`config.mk`:
```
export PLATFORM = sky130hd
export DESIGN_NAME = parity_rx_buffer_flat
export DESIGN_NICKNAME = d
export VERILOG_FILES = /design/src/rtl/parity_rx_buffer_pkg.sv /design/src/rtl/parity_rx_buffer_if.sv /design/src/rtl/parity_rx_buffer_sync_fifo.sv /design/src/rtl/parity_rx_buffer.sv /design/src/flat_wrapper.sv
export SDC_FILE = /design/constraint.sdc
export NUM_CORES = 1
export LEC_CHECK = 0
export CORE_AREA = 3 3 108 110
export DETAILED_ROUTE_END_ITERATION = 12
export DIE_AREA = 0 0 111 113
export GPL_TIMING_DRIVEN = 0
export PLACE_DENSITY = 0.44
export SLEW_MARGIN = 20
export SYNTH_ARGS = -nofsm -noshare
export SYNTH_HDL_FRONTEND = slang
export SYNTH_SLANG_ARGS = --single-unit
```
`constraint.sdc`:
```
create_clock -name clk -period 7 [get_ports clk]
set_input_delay 1.75 -clock clk [delete_from_list [all_inputs] [get_ports clk]]
set_output_delay 1.75 -clock clk [all_outputs]
set_load 0.01 [all_outputs]
```
`src/rtl/parity_rx_buffer_pkg.sv`:
```
// Shared types and helpers for the parity receive buffer: frame widths,
// link-health state encoding and the parity check function.
package parity_pkg;

    localparam int DATA_W  = 8;
    localparam int FRAME_W = 9;

    typedef enum logic [1:0] {
        OK       = 2'd0,
        DEGRADED = 2'd1,
        FAULT    = 2'd2
    } link_state_t;

    // A frame is good when the XOR over all nine bits equals the selected sense.
    function automatic logic parity_ok(input logic [FRAME_W-1:0] frame, input logic odd);
        return ((^frame) == odd);
    endfunction

endpackage

```
`src/rtl/parity_rx_buffer_if.sv`:
```
// Frame-in / byte-out handshake bundle of the parity receive buffer.
// master = upstream sender plus downstream consumer, slave = the buffer.
interface parity_rx_buffer_if;
    import parity_pkg::*;

    logic               in_valid;
    logic               in_ready;
    logic [FRAME_W-1:0] in_frame;
    logic               out_valid;
    logic               out_ready;
    logic [DATA_W-1:0]  out_data;

    modport master (
        output in_valid,
        output in_frame,
        output out_ready,
        input  in_ready,
        input  out_valid,
        input  out_data
    );

    modport slave (
        input  in_valid,
        input  in_frame,
        input  out_ready,
        output in_ready,
        output out_valid,
        output out_data
    );

endinterface

```
`src/rtl/parity_rx_buffer_sync_fifo.sv`:
```
// Small first-word-fall-through FIFO. DEPTH must be a power of two so the
// pointers wrap naturally. Storage is reset so the read port shows zero
// until the first write.
module sync_fifo #(
    parameter int WIDTH = 8,
    parameter int DEPTH = 4
) (
    input  logic                   clk,
    input  logic                   rst_n,
    input  logic                   push_i,
    input  logic [WIDTH-1:0]       wdata_i,
    input  logic                   pop_i,
    output logic [WIDTH-1:0]       rdata_o,
    output logic                   full_o,
    output logic                   empty_o,
    output logic [$clog2(DEPTH):0] level_o
);

    localparam int PTR_W = $clog2(DEPTH);
    localparam int LVL_W = PTR_W + 1;
    localparam logic [LVL_W-1:0] DEPTH_L = LVL_W'(DEPTH);

    logic [WIDTH-1:0] mem_q [DEPTH];
    logic [PTR_W-1:0] wr_ptr_q;
    logic [PTR_W-1:0] rd_ptr_q;
    logic [LVL_W-1:0] level_q;
    logic             push_s;
    logic             pop_s;

    // Guard the strobes so a misbehaving caller cannot corrupt the level.
    always_comb begin
        push_s = push_i && !full_o;
        pop_s  = pop_i && !empty_o;
    end

    // Storage array: write the incoming word at the write pointer.
    always_ff @(posedge clk or negedge rst_n) begin
        if (!rst_n) begin
            for (int i = 0; i < DEPTH; i++) begin
                mem_q[i] <= '0;
            end
        end else if (push_s) begin
            mem_q[wr_ptr_q] <= wdata_i;
        end
    end

    // Pointers and occupancy; simultaneous push and pop keep the level.
    always_ff @(posedge clk or negedge rst_n) begin
        if (!rst_n) begin
            wr_ptr_q <= '0;
            rd_ptr_q <= '0;
            level_q  <= '0;
        end else begin
            if (push_s) begin
                wr_ptr_q <= wr_ptr_q + PTR_W'(1);
            end
            if (pop_s) begin
                rd_ptr_q <= rd_ptr_q + PTR_W'(1);
            end
            case ({push_s, pop_s})
                2'b10:   level_q <= level_q + LVL_W'(1);
                2'b01:   level_q <= level_q - LVL_W'(1);
                default: level_q <= level_q;
            endcase
        end
    end

    assign rdata_o = mem_q[rd_ptr_q];
    assign full_o  = (level_q == DEPTH_L);
    assign empty_o = (level_q == '0);
    assign level_o = level_q;

endmodule

```
`src/rtl/parity_rx_buffer.sv`:
```
// Parity receive buffer: checks each accepted 9-bit frame, stores good payload
// bytes in a FIFO, drops and counts bad frames, and tracks link health.
// Optional build macro PARITY_RX_LAST_BAD_EN adds the last_bad_frame capture port.
module parity_rx_buffer
    import parity_pkg::*;
#(
    parameter int DEPTH        = 4,
    parameter int ODD_PARITY   = 0,
    parameter int CNT_W        = 8,
    parameter int FAULT_THRESH = 3,
    parameter int RESYNC_GOOD  = 2
) (
    input  logic                   clk,
    input  logic                   rst_n,
    parity_rx_buffer_if.slave      bus,
    output logic [$clog2(DEPTH):0] fifo_level,
    output logic                   err_pulse,
    output logic [CNT_W-1:0]       err_count,
    input  logic                   err_clr,
    output logic                   link_fault
`ifdef PARITY_RX_LAST_BAD_EN
    ,
    output logic [FRAME_W-1:0]     last_bad_frame
`endif
);

    localparam logic              ODD_L   = (ODD_PARITY != 0);
    localparam int                BR_W    = $clog2(FAULT_THRESH + 1);
    localparam int                GR_W    = $clog2(RESYNC_GOOD + 1);
    localparam logic [BR_W-1:0]   FT_L    = BR_W'(FAULT_THRESH);
    localparam logic [GR_W-1:0]   RG_L    = GR_W'(RESYNC_GOOD);
    localparam logic [CNT_W-1:0]  CNT_MAX = {CNT_W{1'b1}};

    link_state_t      state_q, state_d;
    logic [BR_W-1:0]  bad_run_q, bad_run_d, bad_run_inc_s;
    logic [GR_W-1:0]  good_run_q, good_run_d, good_run_inc_s;
    logic [CNT_W-1:0] err_count_q, err_count_d;
    logic             err_pulse_q;
    logic             full_s, empty_s;
    logic             accept_s, good_s, bad_acc_s, push_s, pop_s;

    // Handshake decode and parity verdict for the frame on the bus this cycle.
    always_comb begin
        accept_s       = bus.in_valid && !full_s;
        good_s         = parity_ok(bus.in_frame, ODD_L);
        bad_acc_s      = accept_s && !good_s;
        pop_s          = !empty_s && bus.out_ready;
        bad_run_inc_s  = bad_run_q + BR_W'(1);
        good_run_inc_s = good_run_q + GR_W'(1);
    end

    // Link-health next state: OK and DEGRADED share the bad-run escalation,
    // FAULT only leaves after an unbroken run of good frames.
    always_comb begin
        state_d    = state_q;
        bad_run_d  = bad_run_q;
        good_run_d = good_run_q;
        push_s     = 1'b0;
        if (accept_s) begin
            case (state_q)
                OK, DEGRADED: begin
                    if (good_s) begin
                        push_s    = 1'b1;
                        state_d   = OK;
                        bad_run_d = '0;
                    end else if (bad_run_inc_s >= FT_L) begin
                        state_d    = FAULT;
                        bad_run_d  = '0;
                        good_run_d = '0;
                    end else begin
                        state_d   = DEGRADED;
                        bad_run_d = bad_run_inc_s;
                    end
                end
                FAULT: begin
                    if (!good_s) begin
                        good_run_d = '0;
                    end else if (good_run_inc_s >= RG_L) begin
                        state_d    = OK;
                        good_run_d = '0;
                    end else begin
                        good_run_d = good_run_inc_s;
                    end
                end
                default: begin
                    state_d    = OK;
                    bad_run_d  = '0;
                    good_run_d = '0;
                end
            endcase
        end else begin
            state_d    = state_q;
            bad_run_d  = bad_run_q;
            good_run_d = good_run_q;
        end
    end

    // Error counter: clear wins over increment but still counts a same-cycle bad frame.
    always_comb begin
        err_count_d = err_count_q;
        if (err_clr) begin
            err_count_d = bad_acc_s ? CNT_W'(1) : '0;
        end else if (bad_acc_s && (err_count_q != CNT_MAX)) begin
            err_count_d = err_count_q + CNT_W'(1);
        end else begin
            err_count_d = err_count_q;
        end
    end

    // FSM state, run counters, error counter and error strobe.
    always_ff @(posedge clk or negedge rst_n) begin
        if (!rst_n) begin
            state_q     <= OK;
            bad_run_q   <= '0;
            good_run_q  <= '0;
            err_count_q <= '0;
            err_pulse_q <= 1'b0;
        end else begin
            state_q     <= state_d;
            bad_run_q   <= bad_run_d;
            good_run_q  <= good_run_d;
            err_count_q <= err_count_d;
            err_pulse_q <= bad_acc_s;
        end
    end

`ifdef PARITY_RX_LAST_BAD_EN
    logic [FRAME_W-1:0] last_bad_q;

    // Snapshot of the most recent rejected frame; untouched by err_clr.
    always_ff @(posedge clk or negedge rst_n) begin
        if (!rst_n) begin
            last_bad_q <= '0;
        end else if (bad_acc_s) begin
            last_bad_q <= bus.in_frame;
        end else begin
            last_bad_q <= last_bad_q;
        end
    end

    assign last_bad_frame = last_bad_q;
`endif

    sync_fifo #(
        .WIDTH (DATA_W),
        .DEPTH (DEPTH)
    ) u_fifo (
        .clk     (clk),
        .rst_n   (rst_n),
        .push_i  (push_s),
        .wdata_i (bus.in_frame[FRAME_W-1:1]),
        .pop_i   (pop_s),
        .rdata_o (bus.out_data),
        .full_o  (full_s),
        .empty_o (empty_s),
        .level_o (fifo_level)
    );

    assign bus.in_ready  = !full_s;
    assign bus.out_valid = !empty_s;
    assign err_pulse     = err_pulse_q;
    assign err_count     = err_count_q;
    assign link_fault    = (state_q == FAULT);

endmodule
```
`src/flat_wrapper.sv`:
```
// flat-port wrapper written by rule: the top's interface ports become plain ports
module parity_rx_buffer_flat import parity_pkg::*;
#(
    parameter int DEPTH        = 4,
    parameter int ODD_PARITY   = 0,
    parameter int CNT_W        = 8,
    parameter int FAULT_THRESH = 3,
    parameter int RESYNC_GOOD  = 2
)
  (clk, rst_n, fifo_level, err_pulse, err_count, err_clr, link_fault, bus_in_valid, bus_in_frame, bus_out_ready, bus_in_ready, bus_out_valid, bus_out_data);
  parity_rx_buffer_if bus_i ();
  input  logic clk;
  input  logic rst_n;
  output logic [$clog2(DEPTH):0] fifo_level;
  output logic err_pulse;
  output logic [CNT_W-1:0] err_count;
  input  logic err_clr;
  output logic link_fault;
  input wire logic [$bits(bus_i.in_valid)-1:0] bus_in_valid;
  input wire logic [$bits(bus_i.in_frame)-1:0] bus_in_frame;
  input wire logic [$bits(bus_i.out_ready)-1:0] bus_out_ready;
  output wire logic [$bits(bus_i.in_ready)-1:0] bus_in_ready;
  output wire logic [$bits(bus_i.out_valid)-1:0] bus_out_valid;
  output wire logic [$bits(bus_i.out_data)-1:0] bus_out_data;
  assign bus_i.in_valid = bus_in_valid;
  assign bus_i.in_frame = bus_in_frame;
  assign bus_i.out_ready = bus_out_ready;
  assign bus_in_ready = bus_i.in_ready;
  assign bus_out_valid = bus_i.out_valid;
  assign bus_out_data = bus_i.out_data;
  parity_rx_buffer #(.DEPTH(DEPTH), .ODD_PARITY(ODD_PARITY), .CNT_W(CNT_W), .FAULT_THRESH(FAULT_THRESH), .RESYNC_GOOD(RESYNC_GOOD)) u_core (.clk(clk), .rst_n(rst_n), .bus(bus_i), .fifo_level(fifo_level), .err_pulse(err_pulse), .err_count(err_count), .err_clr(err_clr), .link_fault(link_fault));
endmodule
```
== Word-level counts from Yosys, hierarchy flattened ==
Index checks and enable logic that the tools add are counted.
Operators by class
  add/sub/neg operators: 7
  order comparisons: 5
  equal/unequal tests: 10
  muxes and demuxes: 26
  bitwise gates (word level): 3
  reduce and logical (&&, ||, !) cells: 18
Operators with widths (count)
  $mux 8: 5
  $bwmux 32: 1
  $mux 2: 10
  $bmux 8 s2: 1
  $demux 8 s2: 1
  $pmux 2 s2: 3
  $reduce_xor 9->1: 1
  $add 2x1->2 const B: 4
  $add 8x1->8 const B: 1
  $ne 8x8->1 const B: 1
  $logic_and 1x1->1: 7
  $ge 3x3->1 const B: 2
  $ne 2x1->1 const B: 3
  $not 2->3: 2
  $pmux 3 s2: 1
  $reduce_and 3->1: 2
  $eq 2x1->1 const B: 2
  $eq 2x2->1 const B: 2
  $ge 2x2->1 const B: 2
  $mux 1: 4
  $reduce_bool 2->1: 2
  $add 3x1->3 const B: 1
  $eq 3x3->1 const B: 1
  $logic_not 3->1: 1
  8 further kinds: 9
Word-level totals
  flip-flop bits (word level): 54
  output and inout port bits: 23
  logic and storage cells: 81

== Logic depth before layout (Yosys ltp) ==
  depth after elaboration: 7
  mapped depth: 11
  gate-level depth less buffers: 10

== By module ==
Synthesis repeated with hierarchy kept, for this count alone.
Unflattened totals
  cells, all modules: 206
  area, all modules: 2667.6 um2
Modules (own cells, without submodules)
  sync_fifo: times used 1, cells each 114, area an instance 1784.2 um2, sequential area each 975.9 um2
  parity_rx_buffer: times used 1, cells each 92, area an instance 883.3 um2, sequential area each 375.4 um2

== Least setup slack after synthesis ==
Ideal clock, no wire load.
  kind: input port to flip-flop
  start: input port bus_in_frame[2]
  end: register u_core.u_fifo.level_q[2], in the netlist u_core.u_fifo.level_o[2]
  library setup time: 0.079 ns
  arrival time: 3.789 ns
  path slack: 3.132 ns
  cell stages on the path: 11
  buffers on the path: 1
  path through: xnor2_1 -> xnor3_2 -> xnor2_4 -> buf_6 -> nand2_1 -> ha_1 -> inv_1 -> fa_1 -> xor2_1 -> nor2_1 -> xor2_1
On the way
  longest elaborated chain between the ends: 7
  elaborated cells between the ends (all ways): 9
  those cells by class: eq/ne: 2; mux: 4; reduce/logical: 3
RTL lines
  start, declared: RTL line flat_wrapper.sv:20  | input wire logic [$bits(bus_i.in_frame)-1:0] bus_in_frame;
  $reduce_xor 9->1 *: RTL line parity_rx_buffer_pkg.sv:16  | return ((^frame) == odd);
  $mux 1 *: RTL line parity_rx_buffer.sv:62  | if (good_s) begin
  $mux 1 *: RTL line parity_rx_buffer.sv:60  | case (state_q)
  $mux 1 *: RTL line parity_rx_buffer.sv:59  | if (accept_s) begin
  $logic_and 1x1->1 *: RTL line parity_rx_buffer_sync_fifo.sv:32  | push_s = push_i && !full_o;
  $eq 2x1->1 / $eq 2x2->1 (equally long branches): RTL line parity_rx_buffer_sync_fifo.sv:60  | case ({push_s, pop_s})
  $pmux 3 s2 / $reduce_bool 2->1 (equally long branches)
  end signal, assigned: RTL line parity_rx_buffer_sync_fifo.sv:61  | 2'b10: level_q <= level_q + LVL_W'(1);
  end signal, assigned: RTL line parity_rx_buffer_sync_fifo.sv:62  | 2'b01: level_q <= level_q - LVL_W'(1);
  end signal, assigned: RTL line parity_rx_buffer_sync_fifo.sv:63  | default: level_q <= level_q;
  end, declared: RTL line parity_rx_buffer_sync_fifo.sv:26  | logic [LVL_W-1:0] level_q;
Every way passes the cells marked *; elsewhere a longest branch is shown, timed or not.
A chain may end at the register's enable or synchronous reset.

== Final worst setup path ==
Same ends and word-level chain as after synthesis.

==> key figures <==
Worst setup path
  – Worst setup SP type: input pin
  – Worst EP required: 7.23 ns
  – Worst R2R Path Depth: 10
  – Crit path cell chain: clkdlybuf4s50_1 > xnor2_1 > xnor3_2 > xnor2_4 > buf_6 > nand2_1 > ha_1 > inv_1 > fa_1 > xor2_1 > nor2_1 > xor2_1
  – Crit-path slowest cell: clkdlybuf4s50_1
  – CP top delay family: XOR/XNOR gates
  – CP dominant cell by count: xor2_1
  – Buffers & Inverters on Critical Path: 3
  – Worst path max stage delay: 0.57 ns
  – Crit Path Class: in2reg
  – Arrival @ worst endpoint: about 4.5 ns
  – Crit. End Element: register
  – Maximum fanout along the worst path: 10
  – Stages on the worst setup path: 12

CTS
  – Root Buffer: clkbuf_8
  – Clock buffer count from CTS: 5
  – Later-pin clock latency in the skew report: 0.30 ns
  – H-tree levels: 2
  – CTS clock-pin slew for the worst setup and hold paths: 0.10 ns
  – Clock Sinks: 54
  – Post-CTS Setup Bufs: 0
  – Clock Tree Buf Depth: 2
  – CTS tree: built
  – Post-cts resize count: 0
  – CTS hold repair buffers: 0

Timing
  – Min Hold Slack: 0.497 ns
  – Clock skew: 0.00533 ns
  – Fin. max-slew vios: 0
  – Final period util: between 60% and 70%
  – Hold violation count in the final report: 0
  – Rel. slew slack: 43.3%
  – Setup TNS: 0 ns
  – Min Tclk post-route: ~4.3 ns
  – Worst-Margin Slew: 0.851 ns
  – Final WS setup: 2.70 ns
  – Fmax achieved: 0.232 GHz
  – # setup viols final: 0
  – RSZ-0062 raised after global routing: false

Global route
  – First-pass GRT wire length: 9.30 mm
  – Vias in the first global route: 1,749
  – Largest net degree at the start of global routing: 35
  – GRT Overall Usage: a little under a tenth
  – Initial antenna violation count: 0
  – Gr ovfl total: 0

Route
  – DR WL/cell: around 15 um
  – Pre-antenna DRT Iters: 4
  – Routed Antenna Nets: 0
  – Routed vias: 1,677
  – Vias/cell: roughly 4.4
  – DRC violations left: 0
  – DRT Wirelength: 5.59 mm
  – Starting DRT DRC Count: between 40 and 50

Flow run
  – Maxcap violations: 0

Placed design
  – Port Buffer Count: 36
  – Routability cong.: around 0.72
  – Pre-CTS setup slack: 2.33 ns
  – DP HPWL: approximately 4 mm

Finish
  – Nets: 265
  – N_diodes: 0
  – Area Overhead vs Synth: 24.5%
  – Share of cells above drive strength 1: 24.2%

Die
  – Die W: 111 um
  – Initial Utilization: 24.9%
  – FP Rows: 38
  – Core area: 10,800 um2
  – Num ports: 37
  – Die ar.: around 13,000 um2
  – Die Ht: approximately 110 um

Synthesis
  – Mux share of post-synthesis cell area: 22.5%
  – Adder-Cell Fraction of Synth Area: under 10%
  – Register area share after synthesis: 50.3%
  – Top-area cell type share of the netlist area: between 50% and 60%
  – Top post-synthesis cells by area: dfrtp_1, mux2_2, mux4_2
  – #FFs+latches synth: 54
  – Library cells used by synthesis: 39
  – Top cells by count, synth: dfrtp_1, mux2_2, inv_1
  – Ys async rst share: 100%
  – Synth warn: 0
  – Ys flop type: dfrtp_1
  – Compound-gate portion of the synthesized area: under 10%
  – Count leader, synth: dfrtp_1
  – Syn avg cell area: 13.5 um2
  – Cell Area, Synth: ~2700 um2
  – Post-synth EDFFs: 0
  – Largest family of logic cells by synthesized area: multiplexers
  – Post-Synth Simple-Gate Area: 10.2%
  – Syn Inst Count: 199
  – Leading area contributor after synthesis: dfrtp_1
  – Post-Synth XOR/XNOR Area: 5.49%
  – Syn nets: 221

Pwr
  – Pleak: 1.40 nW
  – P per Cell Area: around 370 nW/um2
  – Peak supply drop: 0.118 mV

Worst hold path
  – Hold Crit Class: reg2reg
  – Hold path cells: 1

Run status
  – Status: finished, final reports clean
## layout make-up
cell class,instances,area (um2)
fillers,1092,7450
repair buffers,37,378
clock inverters,1,30.0
clock buffers,7,76.3
plain buffers,5,27.5
well taps,140,175
inverters,11,41.3
multi-input cells,129,1270
flip-flops and latches,54,1350
## cell usage in the layout, fill, tap and decap left out, types with 2 or more instances in the layout
cell and instances:
nand3_4 4, xor2_1 3, nor2b_1 3, or4_1 3, mux2_2 33, nand2b_1 2
a21oi_1 5, ha_1 7, o211ai_1 2, nand3_1 4, and2_1 2, nor2_1 8
dfrtp_1 54, inv_1 11, o21ai_0 5, o31ai_1 3, clkdlybuf4s50_1 35, mux2i_1 2
or3_1 3, xnor2_1 8, nor4_1 3, clkbuf_1 4, nand2_1 5, clkbuf_8 5
mux4_2 8, mux2_1 3, nand4_1 2
## state kept, by name, summed over array words and instances (netlist names)
register,count
u_core.err_pulse,1
u_core.u_fifo.level_o,3
u_core.err_count,8
u_core.good_run_q,2
u_core.u_fifo.rd_ptr_q,2
u_core.state_q,2
u_core.u_fifo.wr_ptr_q,2
u_core.u_fifo.mem_q,32
u_core.bad_run_q,2
## where the power goes
part,internal [W],switching (W)
clock network,0.000107,0.000102
logic,0.000310,0.000236
registers,0.000425,0.0000675
total,0.000843,0.000406
## kinds of logic after synthesis
kind of cell | Yosys count
mux | 46
compound gates | 20
flops | 54
fa+ha+maj | 8
simple gates | 42
buf+inv | 16
xor+xnor | 13
## worst paths after layout
| check | endpoint | slack (ns) | start |
|---|---|---|---|
| max | u_core.u_fifo.level_o[2]$_DFFE_PN0P_ | 2.70 | bus_in_frame[2] |
| min | u_core.u_fifo.mem_q[0]$_DFFE_PN0P_ | 0.50 | u_core.u_fifo.mem_q[0]$_DFFE_PN0P_ |
| max reg2reg | u_core.u_fifo.level_o[2]$_DFFE_PN0P_ | 4.33 | u_core.u_fifo.level_o[0]$_DFFE_PN0P_ |
| min reg2reg | u_core.u_fifo.mem_q[0]$_DFFE_PN0P_ | 0.50 | u_core.u_fifo.mem_q[0]$_DFFE_PN0P_ |
| max in group asynchronous | u_core.u_fifo.mem_q[6]$_DFFE_PN0P_ | 5.20 | rst_n |
| min in group asynchronous | u_core.err_count[6]$_DFFE_PN0P_ | 1.32 | rst_n |
## per-stage QoR
| step | utilization (%) | total power [W] | area (um2) | std cells |
|---|---|---|---|---|
| 3_5_place_dp | 30.0 | 0.00106 | 3240 | 376 |
| 4_1_cts | 31.0 | 0.00127 | 3350 | 384 |
| 2_1_floorplan | - | 0.000845 | 2690 | 199 |
| 3_3_place_gp | 29.9 | 0.00105 | 3220 | 375 |
| 5_1_grt | 31.0 | 0.00134 | 3350 | 384 |
| 6_report | 31.0 | 0.00125 | 3350 | 384 |
## routing by layer
| metal | vias to the layer above | GRT usage (%) | share of wire [%] |
|---|---|---|---|
| li1 | 811 | - | - |
| met1 | 837 | 13.0 | 49 |
| met2 | 24 | 14.6 | 47 |
| met3 | 5 | 1.82 | 2.5 |
| met4 | 0 | 3.20 | 1.3 |
| met5 | - | 0 | 0 |
(Power assumes the default switching activity.)
